**src/rtl/cache_port_arbiter_if.sv**
```systemverilog
// ----------------------------------------------------------------------------
// cache_port_arbiter_if
// Bundles the two requester handshakes, the cache-side op port and the status
// outputs of cache_port_arbiter.
//   slave  : arbiter side (takes requests, drives ready / cache port / status)
//   master : requester/environment side (drives requests, observes the rest)
// Signals:
//   req0_valid/req1_valid  requester has an op pending
//   req0_addr/req1_addr    48-bit request address
//   req0_op/req1_op        8-bit op code (8'h52 R, 8'h57 W)
//   req0_ready/req1_ready  request accepted this cycle
//   cache_addr/cache_op    op held on the cache port (8'h00 = NOP)
//   busy, err, last_grant  status
//   grant0_cnt/grant1_cnt  accepted-op counters (zero unless stats enabled)
// ----------------------------------------------------------------------------
interface cache_port_arbiter_if;
  logic        req0_valid;
  logic        req1_valid;
  logic [47:0] req0_addr;
  logic [47:0] req1_addr;
  logic [7:0]  req0_op;
  logic [7:0]  req1_op;
  logic        req0_ready;
  logic        req1_ready;
  logic [47:0] cache_addr;
  logic [7:0]  cache_op;
  logic        busy;
  logic        err;
  logic        last_grant;
  logic [11:0] grant0_cnt;
  logic [11:0] grant1_cnt;

  modport slave (
    input  req0_valid, req1_valid, req0_addr, req1_addr, req0_op, req1_op,
    output req0_ready, req1_ready, cache_addr, cache_op, busy, err,
           last_grant, grant0_cnt, grant1_cnt
  );

  modport master (
    output req0_valid, req1_valid, req0_addr, req1_addr, req0_op, req1_op,
    input  req0_ready, req1_ready, cache_addr, cache_op, busy, err,
           last_grant, grant0_cnt, grant1_cnt
  );
endinterface

```
**src/rtl/cache_port_arbiter.sv**
```systemverilog
// ----------------------------------------------------------------------------
// cache_port_arbiter
// Round-robin arbiter between two requesters for a single cache port. An
// accepted legal op (R = 8'h52, W = 8'h57) is registered and held on the cache
// port for HOLD_CYCLES cycles; the next op may follow back-to-back. An
// accepted illegal op is dropped and flagged with a one-cycle err pulse.
// Ports:
//   clk    rising-edge clock
//   reset  asynchronous, active-low reset
//   bus    cache_port_arbiter_if.slave (requests, ready, cache port, status)
// Parameter:
//   HOLD_CYCLES  cycles each op is held on the cache port (1..15)
// Optional feature:
//   CACHE_ARB_STATS_EN  when defined, grant0_cnt/grant1_cnt count legal
//                       accepted ops per requester, saturating at 12'hFFF;
//                       otherwise both read 0.
// ----------------------------------------------------------------------------
module cache_port_arbiter #(
  parameter int unsigned HOLD_CYCLES = 5
) (
  input  logic                 clk,
  input  logic                 reset,
  cache_port_arbiter_if.slave  bus
);

  typedef enum logic [0:0] {
    IDLE = 1'b0,
    HOLD = 1'b1
  } state_t;

  localparam logic [3:0] HOLD_LOAD = 4'(HOLD_CYCLES - 1);
  localparam logic [7:0] OP_R      = 8'h52;
  localparam logic [7:0] OP_W      = 8'h57;
  localparam logic [7:0] OP_NOP    = 8'h00;

  function automatic logic op_legal(input logic [7:0] op);
    return (op == OP_R) || (op == OP_W);
  endfunction

  state_t      state_q, state_d;
  logic [3:0]  hold_cnt_q, hold_cnt_d;
  logic [47:0] cache_addr_q, cache_addr_d;
  logic [7:0]  cache_op_q, cache_op_d;
  logic        err_q, err_d;
  logic        last_grant_q, last_grant_d;

  logic        can_accept_s;
  logic        sel_s;
  logic        sel_valid_s;
  logic [47:0] sel_addr_s;
  logic [7:0]  sel_op_s;
  logic        sel_legal_s;
  logic        hs_s;

  // Grant selection: round-robin when both are pending, otherwise the pending one.
  always_comb begin
    can_accept_s = 1'b0;
    sel_s        = ~last_grant_q;
    sel_valid_s  = 1'b0;
    sel_addr_s   = 48'h0;
    sel_op_s     = OP_NOP;
    if (state_q == IDLE) begin
      can_accept_s = 1'b1;
    end else if (hold_cnt_q == 4'd0) begin
      can_accept_s = 1'b1;
    end else begin
      can_accept_s = 1'b0;
    end
    if (bus.req0_valid && bus.req1_valid) begin
      sel_s = ~last_grant_q;
    end else if (bus.req1_valid) begin
      sel_s = 1'b1;
    end else if (bus.req0_valid) begin
      sel_s = 1'b0;
    end else begin
      sel_s = ~last_grant_q;
    end
    if (sel_s) begin
      sel_valid_s = bus.req1_valid;
      sel_addr_s  = bus.req1_addr;
      sel_op_s    = bus.req1_op;
    end else begin
      sel_valid_s = bus.req0_valid;
      sel_addr_s  = bus.req0_addr;
      sel_op_s    = bus.req0_op;
    end
  end

  assign sel_legal_s    = op_legal(sel_op_s);
  // ready is gated by reset directly so it is low for the whole reset period.
  assign bus.req0_ready = reset & can_accept_s & ~sel_s;
  assign bus.req1_ready = reset & can_accept_s & sel_s;
  assign hs_s           = reset & can_accept_s & sel_valid_s;

  // Next-state logic: hold/decrement/return-to-idle, then handshake overrides.
  always_comb begin
    state_d      = state_q;
    hold_cnt_d   = hold_cnt_q;
    cache_addr_d = cache_addr_q;
    cache_op_d   = cache_op_q;
    err_d        = 1'b0;
    last_grant_d = last_grant_q;
    case (state_q)
      IDLE: begin
        hold_cnt_d   = 4'd0;
        cache_addr_d = 48'h0;
        cache_op_d   = OP_NOP;
      end
      HOLD: begin
        if (hold_cnt_q != 4'd0) begin
          hold_cnt_d = hold_cnt_q - 4'd1;
        end else begin
          state_d      = IDLE;
          cache_addr_d = 48'h0;
          cache_op_d   = OP_NOP;
        end
      end
      default: begin
        state_d      = IDLE;
        hold_cnt_d   = 4'd0;
        cache_addr_d = 48'h0;
        cache_op_d   = OP_NOP;
      end
    endcase
    // A handshake can only happen in IDLE or on the last HOLD cycle, so it
    // safely replaces whatever the case above decided.
    if (hs_s) begin
      last_grant_d = sel_s;
      if (sel_legal_s) begin
        state_d      = HOLD;
        hold_cnt_d   = HOLD_LOAD;
        cache_addr_d = sel_addr_s;
        cache_op_d   = sel_op_s;
      end else begin
        state_d      = IDLE;
        hold_cnt_d   = 4'd0;
        cache_addr_d = 48'h0;
        cache_op_d   = OP_NOP;
        err_d        = 1'b1;
      end
    end else begin
      last_grant_d = last_grant_q;
    end
  end

  // State and cache-port registers; last_grant resets to 1 so requester 0 wins first.
  always_ff @(posedge clk or negedge reset) begin
    if (!reset) begin
      state_q      <= IDLE;
      hold_cnt_q   <= 4'd0;
      cache_addr_q <= 48'h0;
      cache_op_q   <= OP_NOP;
      err_q        <= 1'b0;
      last_grant_q <= 1'b1;
    end else begin
      state_q      <= state_d;
      hold_cnt_q   <= hold_cnt_d;
      cache_addr_q <= cache_addr_d;
      cache_op_q   <= cache_op_d;
      err_q        <= err_d;
      last_grant_q <= last_grant_d;
    end
  end

  assign bus.cache_addr = cache_addr_q;
  assign bus.cache_op   = cache_op_q;
  assign bus.busy       = (state_q == HOLD);
  assign bus.err        = err_q;
  assign bus.last_grant = last_grant_q;

`ifdef CACHE_ARB_STATS_EN
  logic [11:0] grant0_cnt_q, grant0_cnt_d;
  logic [11:0] grant1_cnt_q, grant1_cnt_d;

  // Saturating per-requester counters of legal accepted ops.
  always_comb begin
    grant0_cnt_d = grant0_cnt_q;
    grant1_cnt_d = grant1_cnt_q;
    if (hs_s && sel_legal_s && !sel_s && (grant0_cnt_q != 12'hFFF)) begin
      grant0_cnt_d = grant0_cnt_q + 12'd1;
    end else begin
      grant0_cnt_d = grant0_cnt_q;
    end
    if (hs_s && sel_legal_s && sel_s && (grant1_cnt_q != 12'hFFF)) begin
      grant1_cnt_d = grant1_cnt_q + 12'd1;
    end else begin
      grant1_cnt_d = grant1_cnt_q;
    end
  end

  // Counter registers.
  always_ff @(posedge clk or negedge reset) begin
    if (!reset) begin
      grant0_cnt_q <= 12'h000;
      grant1_cnt_q <= 12'h000;
    end else begin
      grant0_cnt_q <= grant0_cnt_d;
      grant1_cnt_q <= grant1_cnt_d;
    end
  end

  assign bus.grant0_cnt = grant0_cnt_q;
  assign bus.grant1_cnt = grant1_cnt_q;
`else
  assign bus.grant0_cnt = 12'h000;
  assign bus.grant1_cnt = 12'h000;
`endif

endmodule

```
**src/flat_wrapper.sv**
```systemverilog
// flat-port wrapper written by rule: the top's interface ports become plain ports
module cache_port_arbiter_flat 
#(
  parameter int unsigned HOLD_CYCLES = 5
)
  (clk, reset, bus_req0_valid, bus_req1_valid, bus_req0_addr, bus_req1_addr, bus_req0_op, bus_req1_op, bus_req0_ready, bus_req1_ready, bus_cache_addr, bus_cache_op, bus_busy, bus_err, bus_last_grant, bus_grant0_cnt, bus_grant1_cnt);
  cache_port_arbiter_if bus_i ();
  input  logic clk;
  input  logic reset;
  input wire logic [$bits(bus_i.req0_valid)-1:0] bus_req0_valid;
  input wire logic [$bits(bus_i.req1_valid)-1:0] bus_req1_valid;
  input wire logic [$bits(bus_i.req0_addr)-1:0] bus_req0_addr;
  input wire logic [$bits(bus_i.req1_addr)-1:0] bus_req1_addr;
  input wire logic [$bits(bus_i.req0_op)-1:0] bus_req0_op;
  input wire logic [$bits(bus_i.req1_op)-1:0] bus_req1_op;
  output wire logic [$bits(bus_i.req0_ready)-1:0] bus_req0_ready;
  output wire logic [$bits(bus_i.req1_ready)-1:0] bus_req1_ready;
  output wire logic [$bits(bus_i.cache_addr)-1:0] bus_cache_addr;
  output wire logic [$bits(bus_i.cache_op)-1:0] bus_cache_op;
  output wire logic [$bits(bus_i.busy)-1:0] bus_busy;
  output wire logic [$bits(bus_i.err)-1:0] bus_err;
  output wire logic [$bits(bus_i.last_grant)-1:0] bus_last_grant;
  output wire logic [$bits(bus_i.grant0_cnt)-1:0] bus_grant0_cnt;
  output wire logic [$bits(bus_i.grant1_cnt)-1:0] bus_grant1_cnt;
  assign bus_i.req0_valid = bus_req0_valid;
  assign bus_i.req1_valid = bus_req1_valid;
  assign bus_i.req0_addr = bus_req0_addr;
  assign bus_i.req1_addr = bus_req1_addr;
  assign bus_i.req0_op = bus_req0_op;
  assign bus_i.req1_op = bus_req1_op;
  assign bus_req0_ready = bus_i.req0_ready;
  assign bus_req1_ready = bus_i.req1_ready;
  assign bus_cache_addr = bus_i.cache_addr;
  assign bus_cache_op = bus_i.cache_op;
  assign bus_busy = bus_i.busy;
  assign bus_err = bus_i.err;
  assign bus_last_grant = bus_i.last_grant;
  assign bus_grant0_cnt = bus_i.grant0_cnt;
  assign bus_grant1_cnt = bus_i.grant1_cnt;
  cache_port_arbiter #(.HOLD_CYCLES(HOLD_CYCLES)) u_core (.clk(clk), .reset(reset), .bus(bus_i));
endmodule
```
**config.mk**
```make
export PLATFORM = sky130hd
export DESIGN_NAME = cache_port_arbiter_flat
export DESIGN_NICKNAME = d
export VERILOG_FILES = /design/src/rtl/cache_port_arbiter_if.sv /design/src/rtl/cache_port_arbiter.sv /design/src/flat_wrapper.sv
export SDC_FILE = /design/constraint.sdc
export NUM_CORES = 1
export LEC_CHECK = 0
export CAP_MARGIN = 15
export CORE_AREA = 10 10 105 131
export DETAILED_ROUTE_END_ITERATION = 8
export DIE_AREA = 0 0 115 141
export PLACE_DENSITY = 0.69
export SYNTH_ARGS = -nofsm -noshare
export SYNTH_HDL_FRONTEND = slang
export SYNTH_SLANG_ARGS = --single-unit
```
**constraint.sdc**
```tcl
create_clock -name clk -period 3.45 [get_ports clk]
set_clock_uncertainty 0.05 [all_clocks]
set_input_delay 0.69 -clock clk [delete_from_list [all_inputs] [get_ports clk]]
set_output_delay 0.69 -clock clk [all_outputs]
set_load 0.01 [all_outputs]
```
==> results.md <==
* Worst Tran Pin Value at between 1 and 1.5 ns
* PD cells at between 300 and 400 nW/µm²
* First-pass DRT Iterations at 4
* GPL Wtd Cong at 0.723
* Number of clock sinks at 63
* Fin crit period at approximately 2.9 ns
* Unrepaired setup endpoints after global routing: no
* Die area at 16200 µm²
* Met3 routed WL at between 1000 and 1500 µm
* P_sw at 0.424 mW
* CP Capture Type: primary output
* FMAX at between 300 and 400 MHz
* M1 wire length at ~3800 µm
* Synthesized cell area at about 3300 µm²
* Area contributors post-synth: dfrtp_1 (47%), mux2i_1 (15%), o31ai_1 (10%), nand2_1 (6.7%), buf_4 (5.7%)
* DR vias/cell at about 4.6
* H-tree levels at 3
* Post-DRT Antenna Nets at 0
* CP cell instances: inv_1, ha_1, nand2_1, nand2_1, nand2_1, nor2_1, clkdlybuf4s50_1
* CP peak stage delay at about 0.56 ns
* Setup TNS at 0 ns
* Synth-to-layout area growth at 61.4%
* Placement Rows at 44
* Sequential share of the synthesized area at 47.8%
* Tightest Hold Check Type: in2async
* Final Hold Vio Count at 0
* Die Ht at ~140 µm
* DRC viols at 0
* CP startpoint kind: register
* Final setup fails at 0
* Hold_buf cts at 0
* Share of layout cells above drive strength 1 at between 6 and 7%
* Status: finished, final reports clean
* Worst EP required at roughly 2.7 ns
* Max clock buf depth at 2
* Arrival @ worst endpoint at roughly 2.2 ns
* Clock Root Buffer: clkbuf_16
* Crit path max fanout at 8
* Synth Area in Compound Gates at ~14%
* XOR/XNOR Fraction of Synth Area at 1.06%
* Core Area at between 10000 and 15000 µm²
* Overall power at between 1.5 and 2 mW
* Clock-pin transition on the worst setup and hold timing paths at roughly 0.050 ns
* Initial core utilization at 29.1%
* Max Slew Vio Count at 0
* CP dominant cell by count: nand2_1
* Grt total ovfl at 0
* Peak VDD IR at 0.171 mV
* Worst slack, placed at ~0.27 ns
* Synth top area share at between 40% and 50%
* DRT iter0 DRCs at 75
* CP delay by family, top: buffers and inverters
* Fin cells at about 620
* Combinational fraction of design power at between 10% and 20%
* Vias at 2855
* Mux cell area share after synthesis at roughly 16%
* Global-route wire length before repair at about 16000 µm
* Power Internal at approximately 1.5 mW
* Post-synth top flop: dfrtp_1
* Total Routing Usage GR at between 10% and 20%
* TritonCTS Buffers at 9
* WL per Instance at approximately 17 µm
* DP Wirelength at 8390 µm
* Post-synthesis sequential element count at 63
* Adder-cell share of the synthesized area at less than 1%
* Vias in the first global route at between 3000 and 4000
* Pleak at roughly 2.4 nW
* Top routing layer used: met4
* Relative slew slack at a little under a third
* IO Count at 201
* Switching Share at a little under a quarter
* Buffers & Inverters on Critical Path at 2
* Max cap viols at 0
* Slowest CP cell: clkdlybuf4s50_1
* Mapped Avg Cell Area at about 11 µm²
* Synth cell types at 30
* Simple-Gate Fraction of Synth Area at between 10 and 15%
* Mapped Cells at 312
* Number of setup buffers added after CTS at 0
* Die X at ~120 µm
* Final instance area at around 5300 µm²
* Clock power share at a little over two fifths
* Port-buffer cells at about 180
* Biggest area consumer among synthesized cells: dfrtp_1
* Warnings from Yosys at 0
* Flop pwr share at roughly two fifths
* Nets at ~600
* Largest net degree at the start of global routing at roughly 110
* Ys async rst share at 100%
* Worst skew pair latency at 0.32 ns
* Commonest cells post-synth: dfrtp_1 (62), nand2_1 (59), mux2i_1 (49)
* Crit Path Category: reg2out
* Met2 routed wirelength at just over 5000 µm
* Post-route setup slack at approximately 0.52 ns
* Final period util at approximately 85%
* Dpl cell area at ~5100 µm²
* Top-count cell post-synth: dfrtp_1
* Post-cts gate resize count at 0
* Number of diodes at 0
* CTS tree: done
* Total Wirelength at between 10000 and 15000 µm
* Largest family of logic cells by synthesized area: multiplexers
* Placed Cells at 608
* Initial antenna violation count at 0
* EDFF count, synth at 0
## cells by family after synthesis
| family | count (synthesis) |
|---|---|
| other | 1 |
| adder cells (fa/ha/maj) | 2 |
| AO/OA/AOI/OAI | 60 |
| flip-flops | 63 |
| XOR/XNOR | 4 |
| buffers and inverters | 49 |
| AND/OR/NAND/NOR | 82 |
| multiplexers | 51 |
## placed cells by master, fill, tap and decap left out, types with 2 or more instances in the layout
cell,synthesis,layout
and3_1,5,5
inv_1,2,2
conb_1,1,24
xnor2_1,3,3
nor3b_1,3,3
clkbuf_8,0,2
o31ai_2,5,5
ha_1,2,2
clkbuf_1,10,2
nor2_1,8,8
clkbuf_16,0,9
o31ai_1,45,45
buf_4,25,6
nor2b_1,2,2
nand4b_1,2,2
a21oi_1,4,4
nand2_1,59,59
mux2i_1,49,49
clkdlybuf4s50_1,0,175
dfrtp_1,62,62
o21ai_0,3,3
## registers in the layout, summed over array words and instances, names as in the netlist
register and count:
u_core.bus.busy 1, u_core.bus.cache_addr 48, u_core.bus.cache_op 8, u_core.bus.err 1
u_core.bus.last_grant 1, u_core.hold_cnt_q 4
## through the flow
stage                     util [%]  hold WS (ns)
after global placement        44.6         0.408
after CTS                     47.0         0.262
after detailed placement      44.6         0.415
after floorplan                  -         0.344
final                         47.0         0.253
after global routing          47.0         0.281
## worst paths after layout
check	start	endpoint	slack [ns]	cells after the start
max	u_core.hold_cnt_q[0]	bus_req1_ready	0.52	7
min	reset	u_core.hold_cnt_q[0]	0.25	1
max reg2reg	u_core.bus.last_grant	u_core.bus.cache_addr[38]	1.00	7
min reg2reg	u_core.bus.cache_addr[14]	u_core.bus.cache_addr[14]	0.42	2
max in group asynchronous	reset	u_core.bus.cache_addr[24]	2.29	2
min in group clk	u_core.bus.cache_addr[14]	u_core.bus.cache_addr[14]	0.42	2
## per-layer routing
layer | GRT usage (%) | vias to the layer above
li1 | - | 1393
met4 | 4.70 | 0
met1 | 12.7 | 1315
met3 | 5.31 | 10
met2 | 21.4 | 137
met5 | 0 | -
## power groups by stage
stage	Sequential (mW)	Clock, mW	Combinational, mW
after floorplan	0.764	0	0.168
after global placement	0.762	0	0.335
after detailed placement	0.762	0	0.338
after CTS	0.750	0.827	0.339
after global routing	0.750	0.863	0.362
final	0.751	0.799	0.333
## cell type report
| class | instances | area [µm²] |
|---|---|---|
| clock buffers | 13 | 260 |
| clock inverters | 1 | 5.00 |
| fillers | 1098 | 6020 |
| inverters | 2 | 7.51 |
| multi-input cells | 223 | 1500 |
| flip-flops and latches | 63 | 1580 |
| well taps | 138 | 173 |
| repair buffers | 182 | 1800 |
No activity file was read; power rests on OpenSTA's default activity.
